[config.mk]
export PLATFORM = sky130hd
export DESIGN_NAME = hazard_scoreboard_unit_flat
export DESIGN_NICKNAME = d
export VERILOG_FILES = /design/src/rtl/hazard_scoreboard_unit_pkg.sv /design/src/rtl/hazard_scoreboard_unit_if.sv /design/src/rtl/hazard_scoreboard_unit_fwd.sv /design/src/rtl/hazard_scoreboard_unit.sv /design/src/flat_wrapper.sv
export SDC_FILE = /design/constraint.sdc
export NUM_CORES = 1
export LEC_CHECK = 0
export ABC_AREA = 1
export CAP_MARGIN = 15
export CORE_MARGIN = 2
export CORE_UTILIZATION = 55
export DETAILED_ROUTE_END_ITERATION = 12
export MAX_ROUTING_LAYER = met4
export PLACE_DENSITY = 0.82
export SLEW_MARGIN = 15
export SYNTH_ARGS = -nofsm -noshare
export SYNTH_HDL_FRONTEND = slang
export SYNTH_SLANG_ARGS = --single-unit
[constraint.sdc]
create_clock -name clk -period 5.04 [get_ports clk]
set_clock_uncertainty 0.2 [all_clocks]
set_input_delay 0.756 -clock clk [delete_from_list [all_inputs] [get_ports clk]]
set_output_delay 0.756 -clock clk [all_outputs]
set_load 0.005 [all_outputs]
[src/rtl/hazard_scoreboard_unit_pkg.sv]
`default_nettype none
// +----------------------------------------------------------------------+
// | riscv_hazard_pkg                                                     |
// | Shared register-address types and constants for hazard control.      |
// | Revision: 1.0                                                        |
// +----------------------------------------------------------------------+
package riscv_hazard_pkg;
  localparam int REG_ADDR_W      = 5;
  localparam int NUM_REGS        = 32;
  localparam int FWD_SEL_REGFILE = 0;

  typedef logic [REG_ADDR_W-1:0] reg_addr_t;
endpackage
`default_nettype wire

[src/rtl/hazard_scoreboard_unit_if.sv]
`default_nettype none
// +----------------------------------------------------------------------+
// | hazard_scoreboard_unit_if                                            |
// | ID/EX hazard inputs and stall/forward-select outputs.                |
// | Revision: 1.0                                                        |
// +----------------------------------------------------------------------+
interface hazard_scoreboard_unit_if #(
  parameter int NUM_SRC         = 2,
  parameter int FWD_STAGES      = 2,
  parameter int MAX_OUTSTANDING = 4,
  parameter int CNT_W           = 32
);
  import riscv_hazard_pkg::*;

  localparam int SEL_W  = $clog2(FWD_STAGES + 1);
  localparam int PCNT_W = $clog2(MAX_OUTSTANDING + 1);

  logic                                id_valid;
  reg_addr_t [NUM_SRC-1:0]             id_rs;
  reg_addr_t                           id_rd;
  logic                                id_reg_write;
  logic                                id_long;
  logic                                ex_mem_read;
  logic                                ex_reg_write;
  reg_addr_t                           ex_rd;
  reg_addr_t [NUM_SRC-1:0]             ex_rs;
  logic      [FWD_STAGES-1:0]          stg_reg_write;
  reg_addr_t [FWD_STAGES-1:0]          stg_rd;
  logic                                lr_done;
  reg_addr_t                           lr_rd;
  logic                                stall;
  logic      [NUM_SRC-1:0][SEL_W-1:0]  fwd_sel;
  logic      [PCNT_W-1:0]              pending_count;
  logic      [CNT_W-1:0]               stall_cycles;

  modport master (
    output id_valid, id_rs, id_rd, id_reg_write, id_long,
           ex_mem_read, ex_reg_write, ex_rd, ex_rs,
           stg_reg_write, stg_rd, lr_done, lr_rd,
    input  stall, fwd_sel, pending_count, stall_cycles
  );

  modport slave (
    input  id_valid, id_rs, id_rd, id_reg_write, id_long,
           ex_mem_read, ex_reg_write, ex_rd, ex_rs,
           stg_reg_write, stg_rd, lr_done, lr_rd,
    output stall, fwd_sel, pending_count, stall_cycles
  );
endinterface
`default_nettype wire

[src/rtl/hazard_scoreboard_unit_fwd.sv]
`default_nettype none
// +----------------------------------------------------------------------+
// | operand_forward_select                                               |
// | Priority encoder: youngest writing stage whose rd matches rs wins.   |
// | Revision: 1.0                                                        |
// +----------------------------------------------------------------------+
module operand_forward_select
  import riscv_hazard_pkg::*;
#(
  parameter int FWD_STAGES = 2,
  parameter int SEL_W      = $clog2(FWD_STAGES + 1)
) (
  input  reg_addr_t                  rs,
  input  logic      [FWD_STAGES-1:0] stg_reg_write,
  input  reg_addr_t [FWD_STAGES-1:0] stg_rd,
  output logic      [SEL_W-1:0]      sel
);
  // Scan oldest to youngest so the lowest matching index is written last.
  always_comb begin
    sel = SEL_W'(FWD_SEL_REGFILE);
    for (int i = FWD_STAGES - 1; i >= 0; i--) begin
      if (stg_reg_write[i] && (stg_rd[i] != '0) && (stg_rd[i] == rs)) begin
        sel = SEL_W'(i + 1);
      end
    end
  end
endmodule
`default_nettype wire

[src/rtl/hazard_scoreboard_unit.sv]
`default_nettype none
// +----------------------------------------------------------------------+
// | hazard_scoreboard_unit                                               |
// | Load-use/RAW/WAW/capacity stall, long-op scoreboard, forward selects.|
// | Revision: 1.0                                                        |
// +----------------------------------------------------------------------+
module hazard_scoreboard_unit
  import riscv_hazard_pkg::*;
#(
  parameter int NUM_SRC         = 2,
  parameter int FWD_STAGES      = 2,
  parameter int MAX_OUTSTANDING = 4,
  parameter int CNT_W           = 32
) (
  input logic                    clk,
  input logic                    rst,
  hazard_scoreboard_unit_if.slave bus
);
  localparam int SEL_W  = $clog2(FWD_STAGES + 1);
  localparam int PCNT_W = $clog2(MAX_OUTSTANDING + 1);

  logic [NUM_REGS-1:0] pending;
  logic [PCNT_W-1:0]   pending_count;
  logic [CNT_W-1:0]    stall_cycles;

  logic [NUM_REGS-1:0] clr_mask;
  logic [NUM_REGS-1:0] set_mask;
  logic [NUM_REGS-1:0] pend_eff;
  logic [NUM_REGS-1:0] pending_next;
  logic [PCNT_W-1:0]   count_eff;
  logic                retire;
  logic                load_use;
  logic                raw;
  logic                waw;
  logic                cap;
  logic                stall;
  logic                fire;

  always_comb begin
    clr_mask = '0;
    if (bus.lr_done) clr_mask[bus.lr_rd] = 1'b1;
    // Regfile is write-before-read, so a same-cycle completion already resolves the hazard.
    pend_eff  = pending & ~clr_mask;
    retire    = bus.lr_done & pending[bus.lr_rd];
    count_eff = pending_count - PCNT_W'(retire);

    load_use = 1'b0;
    raw      = 1'b0;
    for (int s = 0; s < NUM_SRC; s++) begin
      if (bus.ex_mem_read && bus.ex_reg_write && (bus.ex_rd != '0) &&
          (bus.ex_rd == bus.id_rs[s])) load_use = 1'b1;
      if (pend_eff[bus.id_rs[s]]) raw = 1'b1;
    end
    waw = bus.id_reg_write & pend_eff[bus.id_rd];
    cap = bus.id_long & bus.id_reg_write & (bus.id_rd != '0) &
          (count_eff == PCNT_W'(MAX_OUTSTANDING));

    stall = bus.id_valid & (load_use | raw | waw | cap);
    fire  = bus.id_valid & ~stall & bus.id_long & bus.id_reg_write & (bus.id_rd != '0);

    set_mask = '0;
    if (fire) set_mask[bus.id_rd] = 1'b1;
    // Set is applied after clear so a same-register reissue stays pending.
    pending_next = (pending & ~clr_mask) | set_mask;
  end

  always_ff @(posedge clk or posedge rst) begin
    if (rst) begin
      pending       <= '0;
      pending_count <= '0;
      stall_cycles  <= '0;
    end else begin
      pending       <= {pending_next[NUM_REGS-1:1], 1'b0};
      pending_count <= pending_count + PCNT_W'(fire) - PCNT_W'(retire);
      if (stall && (stall_cycles != '1)) stall_cycles <= stall_cycles + CNT_W'(1);
    end
  end

  for (genvar s = 0; s < NUM_SRC; s++) begin : g_fwd
    operand_forward_select #(
      .FWD_STAGES (FWD_STAGES),
      .SEL_W      (SEL_W)
    ) u_sel (
      .rs            (bus.ex_rs[s]),
      .stg_reg_write (bus.stg_reg_write),
      .stg_rd        (bus.stg_rd),
      .sel           (bus.fwd_sel[s])
    );
  end

  assign bus.stall         = stall;
  assign bus.pending_count = pending_count;
  assign bus.stall_cycles  = stall_cycles;
endmodule
`default_nettype wire
[src/flat_wrapper.sv]
// flat-port wrapper written by rule: the top's interface ports become plain ports
module hazard_scoreboard_unit_flat import riscv_hazard_pkg::*;
#(
  parameter int NUM_SRC         = 2,
  parameter int FWD_STAGES      = 2,
  parameter int MAX_OUTSTANDING = 4,
  parameter int CNT_W           = 32
)
  (clk, rst, bus_id_valid, bus_id_rs, bus_id_rd, bus_id_reg_write, bus_id_long, bus_ex_mem_read, bus_ex_reg_write, bus_ex_rd, bus_ex_rs, bus_stg_reg_write, bus_stg_rd, bus_lr_done, bus_lr_rd, bus_stall, bus_fwd_sel, bus_pending_count, bus_stall_cycles);
  hazard_scoreboard_unit_if #(.NUM_SRC(NUM_SRC), .FWD_STAGES(FWD_STAGES), .MAX_OUTSTANDING(MAX_OUTSTANDING), .CNT_W(CNT_W)) bus_i ();
  input logic clk;
  input logic rst;
  input wire logic [$bits(bus_i.id_valid)-1:0] bus_id_valid;
  input wire logic [$bits(bus_i.id_rs)-1:0] bus_id_rs;
  input wire logic [$bits(bus_i.id_rd)-1:0] bus_id_rd;
  input wire logic [$bits(bus_i.id_reg_write)-1:0] bus_id_reg_write;
  input wire logic [$bits(bus_i.id_long)-1:0] bus_id_long;
  input wire logic [$bits(bus_i.ex_mem_read)-1:0] bus_ex_mem_read;
  input wire logic [$bits(bus_i.ex_reg_write)-1:0] bus_ex_reg_write;
  input wire logic [$bits(bus_i.ex_rd)-1:0] bus_ex_rd;
  input wire logic [$bits(bus_i.ex_rs)-1:0] bus_ex_rs;
  input wire logic [$bits(bus_i.stg_reg_write)-1:0] bus_stg_reg_write;
  input wire logic [$bits(bus_i.stg_rd)-1:0] bus_stg_rd;
  input wire logic [$bits(bus_i.lr_done)-1:0] bus_lr_done;
  input wire logic [$bits(bus_i.lr_rd)-1:0] bus_lr_rd;
  output wire logic [$bits(bus_i.stall)-1:0] bus_stall;
  output wire logic [$bits(bus_i.fwd_sel)-1:0] bus_fwd_sel;
  output wire logic [$bits(bus_i.pending_count)-1:0] bus_pending_count;
  output wire logic [$bits(bus_i.stall_cycles)-1:0] bus_stall_cycles;
  assign bus_i.id_valid = bus_id_valid;
  assign bus_i.id_rs = bus_id_rs;
  assign bus_i.id_rd = bus_id_rd;
  assign bus_i.id_reg_write = bus_id_reg_write;
  assign bus_i.id_long = bus_id_long;
  assign bus_i.ex_mem_read = bus_ex_mem_read;
  assign bus_i.ex_reg_write = bus_ex_reg_write;
  assign bus_i.ex_rd = bus_ex_rd;
  assign bus_i.ex_rs = bus_ex_rs;
  assign bus_i.stg_reg_write = bus_stg_reg_write;
  assign bus_i.stg_rd = bus_stg_rd;
  assign bus_i.lr_done = bus_lr_done;
  assign bus_i.lr_rd = bus_lr_rd;
  assign bus_stall = bus_i.stall;
  assign bus_fwd_sel = bus_i.fwd_sel;
  assign bus_pending_count = bus_i.pending_count;
  assign bus_stall_cycles = bus_i.stall_cycles;
  hazard_scoreboard_unit #(.NUM_SRC(NUM_SRC), .FWD_STAGES(FWD_STAGES), .MAX_OUTSTANDING(MAX_OUTSTANDING), .CNT_W(CNT_W)) u_core (.clk(clk), .rst(rst), .bus(bus_i));
endmodule
-- Yosys cells after proc, flatten, opt, wreduce, memory -nomap -nowiden
Index checks and enable logic that the tools add are counted.
- flip-flop bits (word level): 66
- input port bits: 55
- output and inout bits: 40
- logic and storage cells: 77
- add/subtract/negate cells: 4
- order comparisons: 6
- equality and inequality tests: 8
- muxes and demuxes: 22
- bitwise operators: 17
- reductions and logical operators: 17
- operators with widths (cell ; count):
    $mux W32 ; 2
    $add A32 B1 Y32 const B ; 1
    $and A32 B32 Y32 ; 1
    $ne A32 B32 Y1 const B ; 1
    $not A32 Y32 ; 1
    $or A32 B32 Y32 ; 1
    $eq A5 B5 Y1 ; 6
    $lt A5 B6 Y1 const B ; 4
    $bmux W1 S5 ; 4
    $reduce_bool A5 Y1 ; 4
    $logic_and A1 B1 Y1 ; 13
    $and A1 B1 Y1 ; 10
    $demux W1 S5 ; 2
    $ge A5 B1 Y1 const B ; 2
    $mux W1 ; 10
    $mux W2 ; 4
    $sub A3 B1 Y3 ; 2
    $add A3 B1 Y3 ; 1
    $eq A3 B3 Y1 const B ; 1
    $or A1 B1 Y1 ; 3
    $not A1 Y1 ; 1

-- Logic depth before layout (Yosys ltp)
- word-level depth: 22
- gate-level depth with buffers: 23
- depth with buffers taken out: 21

-- Modules after synthesis
Synthesis repeated with hierarchy kept, for this count alone.
- cells, all modules: 934
- area, all modules: 5674.2 µm²
- by module, submodules not included (module ; times used ; cells each ; area each (µm²) ; sequential area each (µm²)):
    hazard_scoreboard_unit ; 1 ; 834 ; 5231.3 ; 1651.6
    operand_forward_select ; 2 ; 50 ; 221.5 ; 0.0

-- Least setup slack after synthesis
Ideal clock, no wire load.
- path kind: input to register
- start point: input bus_lr_rd[1]
- end point: register u_core.pending_count[2], in the netlist u_core.bus.pending_count[2]
- setup time: 123 ps
- data arrival time: 3824 ps
- required time: 4717 ps
- setup slack: 894 ps
- cell stages on the path: 21
- path buffers: 2
- path through: buf_2 inv_2 nand2_1 inv_1 a22oi_1 nand3_1 a2111oi_0 a21oi_1 ha_1 ha_1 xor2_1 nand4_1 nand2_1 a21oi_2 nand3_4 buf_2 nor3_1 ha_1 inv_1 fa_1 xnor2_1
- word-level cells in the longest chain between the ends: 22
- elaborated cells on any way between the ends: 34
- classes of those cells: add/sub (3); order compare (2); eq/ne (1); mux (13); bitwise (14); reduce/logical (1)
- RTL lines (what ; line ; text):
    start: declaration ; flat_wrapper.sv:25 ; input wire logic [$bits(bus_i.lr_rd)-1:0] bus_lr_rd;
    $lt A5 B6 Y1 (not written as such) / $ge A5 B1 Y1 (equally long branches) ; hazard_scoreboard_unit.sv:41 ; if (bus.lr_done) clr_mask[bus.lr_rd] = 1'b1;
    $logic_and A1 B1 Y1 (not written as such) ; hazard_scoreboard_unit.sv:41 ;
    $mux W1 (not written as such) ; hazard_scoreboard_unit.sv:41 ;
    $demux W1 S5 ; - ;
    $mux W32 ; hazard_scoreboard_unit.sv:41 ;
    $not A32 Y32 ; hazard_scoreboard_unit.sv:43 ; pend_eff = pending & ~clr_mask;
    $and A32 B32 Y32 ; hazard_scoreboard_unit.sv:43 ;
    $bmux W1 S5 ; hazard_scoreboard_unit.sv:52 ; if (pend_eff[bus.id_rs[s]]) raw = 1'b1;
    $mux W1 (not written as such) ; hazard_scoreboard_unit.sv:52 ;
    $mux W1 (2 in series) ; hazard_scoreboard_unit.sv:52 ;
    $or A1 B1 Y1 (3 in series) ; hazard_scoreboard_unit.sv:58 ; stall = bus.id_valid & (load_use | raw | waw | cap);
    $and A1 B1 Y1 ; hazard_scoreboard_unit.sv:58 ;
    $not A1 Y1 ; hazard_scoreboard_unit.sv:59 ; fire = bus.id_valid & ~stall & bus.id_long & bus.id_reg_write & (bus.id_rd != '0);
    $and A1 B1 Y1 (4 in series) ; hazard_scoreboard_unit.sv:59 ;
    $add A3 B1 Y3 ; hazard_scoreboard_unit.sv:74 ; pending_count <= pending_count + PCNT_W'(fire) - PCNT_W'(retire);
    $sub A3 B1 Y3 * ; hazard_scoreboard_unit.sv:74 ;
    end signal: assignment ; hazard_scoreboard_unit.sv:74 ;
    end: declaration ; hazard_scoreboard_unit.sv:23 ; logic [PCNT_W-1:0] pending_count;
Every way passes the cells marked *; elsewhere a longest branch is shown, timed or not. The select of a mux whose other input is x is not followed.
A chain may end at the register's enable or synchronous reset.

-- Worst setup path after layout
- start point: input bus_lr_rd[4]
- end point: output bus_stall
- word-level cells in the longest chain between the ends: 15
- elaborated cells on any way between the ends: 27
- classes of those cells: add/sub (1); order compare (2); eq/ne (1); mux (13); bitwise (9); reduce/logical (1)
- RTL lines (what ; line ; text):
    $lt A5 B6 Y1 (not written as such) / $ge A5 B1 Y1 (equally long branches) ; hazard_scoreboard_unit.sv:41 ;
    $logic_and A1 B1 Y1 (not written as such) ; hazard_scoreboard_unit.sv:41 ;
    $mux W1 (not written as such) ; hazard_scoreboard_unit.sv:41 ;
    $demux W1 S5 ; - ;
    $mux W32 ; hazard_scoreboard_unit.sv:41 ;
    $not A32 Y32 ; hazard_scoreboard_unit.sv:43 ;
    $and A32 B32 Y32 ; hazard_scoreboard_unit.sv:43 ;
    $bmux W1 S5 ; hazard_scoreboard_unit.sv:52 ;
    $mux W1 (not written as such) ; hazard_scoreboard_unit.sv:52 ;
    $mux W1 (2 in series) ; hazard_scoreboard_unit.sv:52 ;
    $or A1 B1 Y1 (2 in series) ; hazard_scoreboard_unit.sv:58 ;
    $or A1 B1 Y1 * ; hazard_scoreboard_unit.sv:58 ;
    $and A1 B1 Y1 * ; hazard_scoreboard_unit.sv:58 ;
    end: declaration ; flat_wrapper.sv:26 ; output wire logic [$bits(bus_i.stall)-1:0] bus_stall;
Marks and branches as above.

==> out/results.ini <==
[worst_setup_path]
cp.arrival_ns=3.80
reg2regPathDepth=17
cp-start-kind=input pin
r2r-start=u_core.pending[17]
cp-end-kind=primary output
r2r_setup_slack_ns=1.28
crit_start=bus_lr_rd[4]
timing.rr.end=u_core.bus.pending_count[2]
crit_path_max_incr_delay_ns=0.56
cp_max_fo=6
critPathRequiredTime_ns=4.08
slowest_stage=clkdlybuf4s50_1
worstSetupPathType=input pin to primary output
path_cells=clkdlybuf4s50_1 -> inv_1 -> nand3_1 -> a31oi_1 -> a2111oi_2 -> a21oi_1 -> ha_1 -> ha_1 -> xor2_1 -> nand4_1 -> nand2_1 -> a21oi_2 -> nand3_4 -> inv_2 -> nor2_1 -> clkdlybuf4s50_1
cp-endpoint=bus_stall

[synthesis]
synth.largest_area_cell=dfrtp_1
syn_nets=935
netlist_area_mm2=0.005543
synth_most_common_cell=nand2_1
synth_top_area_frac=0.2980
yosys-top-cells-area=dfrtp_1 (30%), nand2_1 (20%), nand3_1 (9.8%)
ys_ff_latch=66
ys_warn_count=0
syn_inst=874
ys_seq_area_frac=0.2980
synth_edf_count=0
yosys-mux-area-fraction=0
synth_xor_area_frac=0.09639
synth-compound-area-share=0.05485
synthAdderAreaFrac=0.01490
synth_top_family_by_area=simple AND/OR/NAND/NOR gates
synthTopCellsByCount=nand2_1 (299), nand3_1 (108), nor2_1 (97)
async_flop_share=1.000
synth-simple-area-share=0.4637
ys_dominant_reg_cell=dfrtp_1
synth_area_per_cell_um2=6.342
ys_types=38

[global_route]
overflow=0
grt_pass1_wl_mm=31.11
antenna_found_initial=0
grt_max_degree=38
grt_usage=0.3723
grt_pass1_vias=6094

[timing]
setup_tns_ns=0
hold_viol_final=0
setup_viol=0
slew_violations=0
slew_headroom=0.4698
fin_crit_ns=4.760
tightest_slew_ns=0.7942
period_share=0.9445
rsz0062_at_grt=no
max_freq_mhz=210.1
hold_ws_ns=0.3368

[place]
dp_hpwl_mm=14.46
place_area_mm2=0.006646
numPortBuffers=94
place.gp.congestion=1.013

[detailed_routing]
wl_per_cell_um=17.47
drt-total-wl_mm=19.32
drt_iter0_drc=583
antenna_left=0
drc_errors=0
dr.pass1.iters=6
avgViaCountPerCell=5.705
vias=6310

[finish]
drive_above_1_share=0.04933
synthToLayoutAreaGrowth_pct=24.36
finalNetCount=1030
antennaDiodeCount=0
stdcell_area_mm2=0.006893

[clock_network]
clockBufferDepth=2
clk_pin_slew_ns=0.07
post-cts-setup-buffer-count=0
clockRootBuffer=clkbuf_8
clk-insertion-delay-late_ns=0.35
h-tree-depth=3
numCtsBuffers=9
cts_sinks=66
cts_tree=built

[run]
maxCapViolCount=0

[floorplan]
ioPinCount=95
core_mm2=0.009774
start_util=0.5671
die_h_um=104.4
rows=36
die_w_um=104.4
dieArea_mm2=0.01090

[hold_path]
min_path_type=flip-flop to flip-flop

[power_and_ir_drop]
power_density_mw_per_mm2=234.0
p_leak_nw=3.379
ir_drop_mv=0.1956
total_power_mw=1.613

[run_status]
status=complete, no violations

-- routing by layer --
layer / vias to the layer above / share of wire / routed length, µm / track usage
met5: - / 0 / 0 / -
met4: 0 / 0.056 / 1073 / 0.2143
met3: 74 / 0.078 / 1501 / 0.05201
met2: 313 / 0.48 / 9241 / 0.6036
met1: 2868 / 0.39 / 7504 / 0.4434
li1: 3055 / - / - / -
-- repair_timing --
| action | 4_1_cts | 5_1_grt |
|---|---|---|
| hold buffers | 0 | 0 |
| resized for setup | 1 | 4 |
| setup endpoints to repair | 1 | 1 |
-- logic make-up after synthesis --
kind of cell	after synthesis
AOI/OAI and AO/OA	51
DFF	66
adders and majority gates	6
and+or+nand+nor	591
xor gates and xnor gates	61
buffers and inverters	99
-- cell type report --
cell class,instances,area (µm²)
tap,133,166.4
inverter,71,266.5
sequential,66,1652
timing repair buffer,112,1085
clock inverter,2,60.06
clock buffer,13,158.9
multi-input combinational,709,3505
fill,895,2882
-- worst max-delay path, delay by kind of cell --
kind,cells,cell delay [ns]
buf+inv,4,1.22
compound gates,4,0.60
simple gates,5,0.60
fa+ha+maj,2,0.42
xor+xnor,1,0.19
-- state kept, by name, summed over array words and instances, names as in the netlist --
signal / count
u_core.bus.pending_count: 3
u_core.bus.stall_cycles: 32
u_core.pending: 31
-- power breakdown --
part           internal [mW]  switching [mW]
clock                  0.304           0.208
sequential             0.573          0.0582
combinational          0.202           0.268
total                   1.08           0.534
-- how the worst min path moves through the flow --
stage,startpoint,end,slack (ns),cells past startpoint
final,u_core.bus.stall_cycles[29],u_core.bus.stall_cycles[29],0.34,2
after global routing,u_core.bus.stall_cycles[29],u_core.bus.stall_cycles[29],0.38,2
after CTS,u_core.bus.stall_cycles[29],u_core.bus.stall_cycles[29],0.35,2
after detailed placement,u_core.bus.stall_cycles[29],u_core.bus.stall_cycles[29],0.33,2
after global placement,u_core.bus.stall_cycles[29],u_core.bus.stall_cycles[29],0.32,2
after floorplan,u_core.pending[13],u_core.pending[13],0.30,2
-- metrics by stage --
step / utilization / setup WS (ns) / std cells
3_5_place_dp: 0.6800 / 0.09767 / 1090
3_3_place_gp: 0.6800 / 0.1044 / 1090
2_1_floorplan: - / 0.8938 / 874
5_1_grt: 0.7052 / 0.01571 / 1106
6_report: 0.7052 / 0.2795 / 1106
4_1_cts: 0.7025 / 0.02998 / 1105
-- cells in the final DEF, fill, tap and decap left out, types with 2 or more instances in the layout --
cell type,count
clkdlybuf4s50_1,92
o21ai_0,11
nor2_2,2
xnor2_1,27
a31oi_1,6
o21ai_1,15
inv_2,5
nor3_1,23
ha_1,5
nor4_1,10
inv_1,65
nand3_2,3
nand2_1,299
o21ai_2,2
clkbuf_1,2
xor2_1,34
a21oi_1,5
dfrtp_1,66
nand3_1,107
bufinv_16,2
dlymetal6s2s_1,2
nor2_1,96
clkbuf_8,11
a22oi_1,6
nand4_1,45
buf_4,17
(Power assumes the default switching activity.)
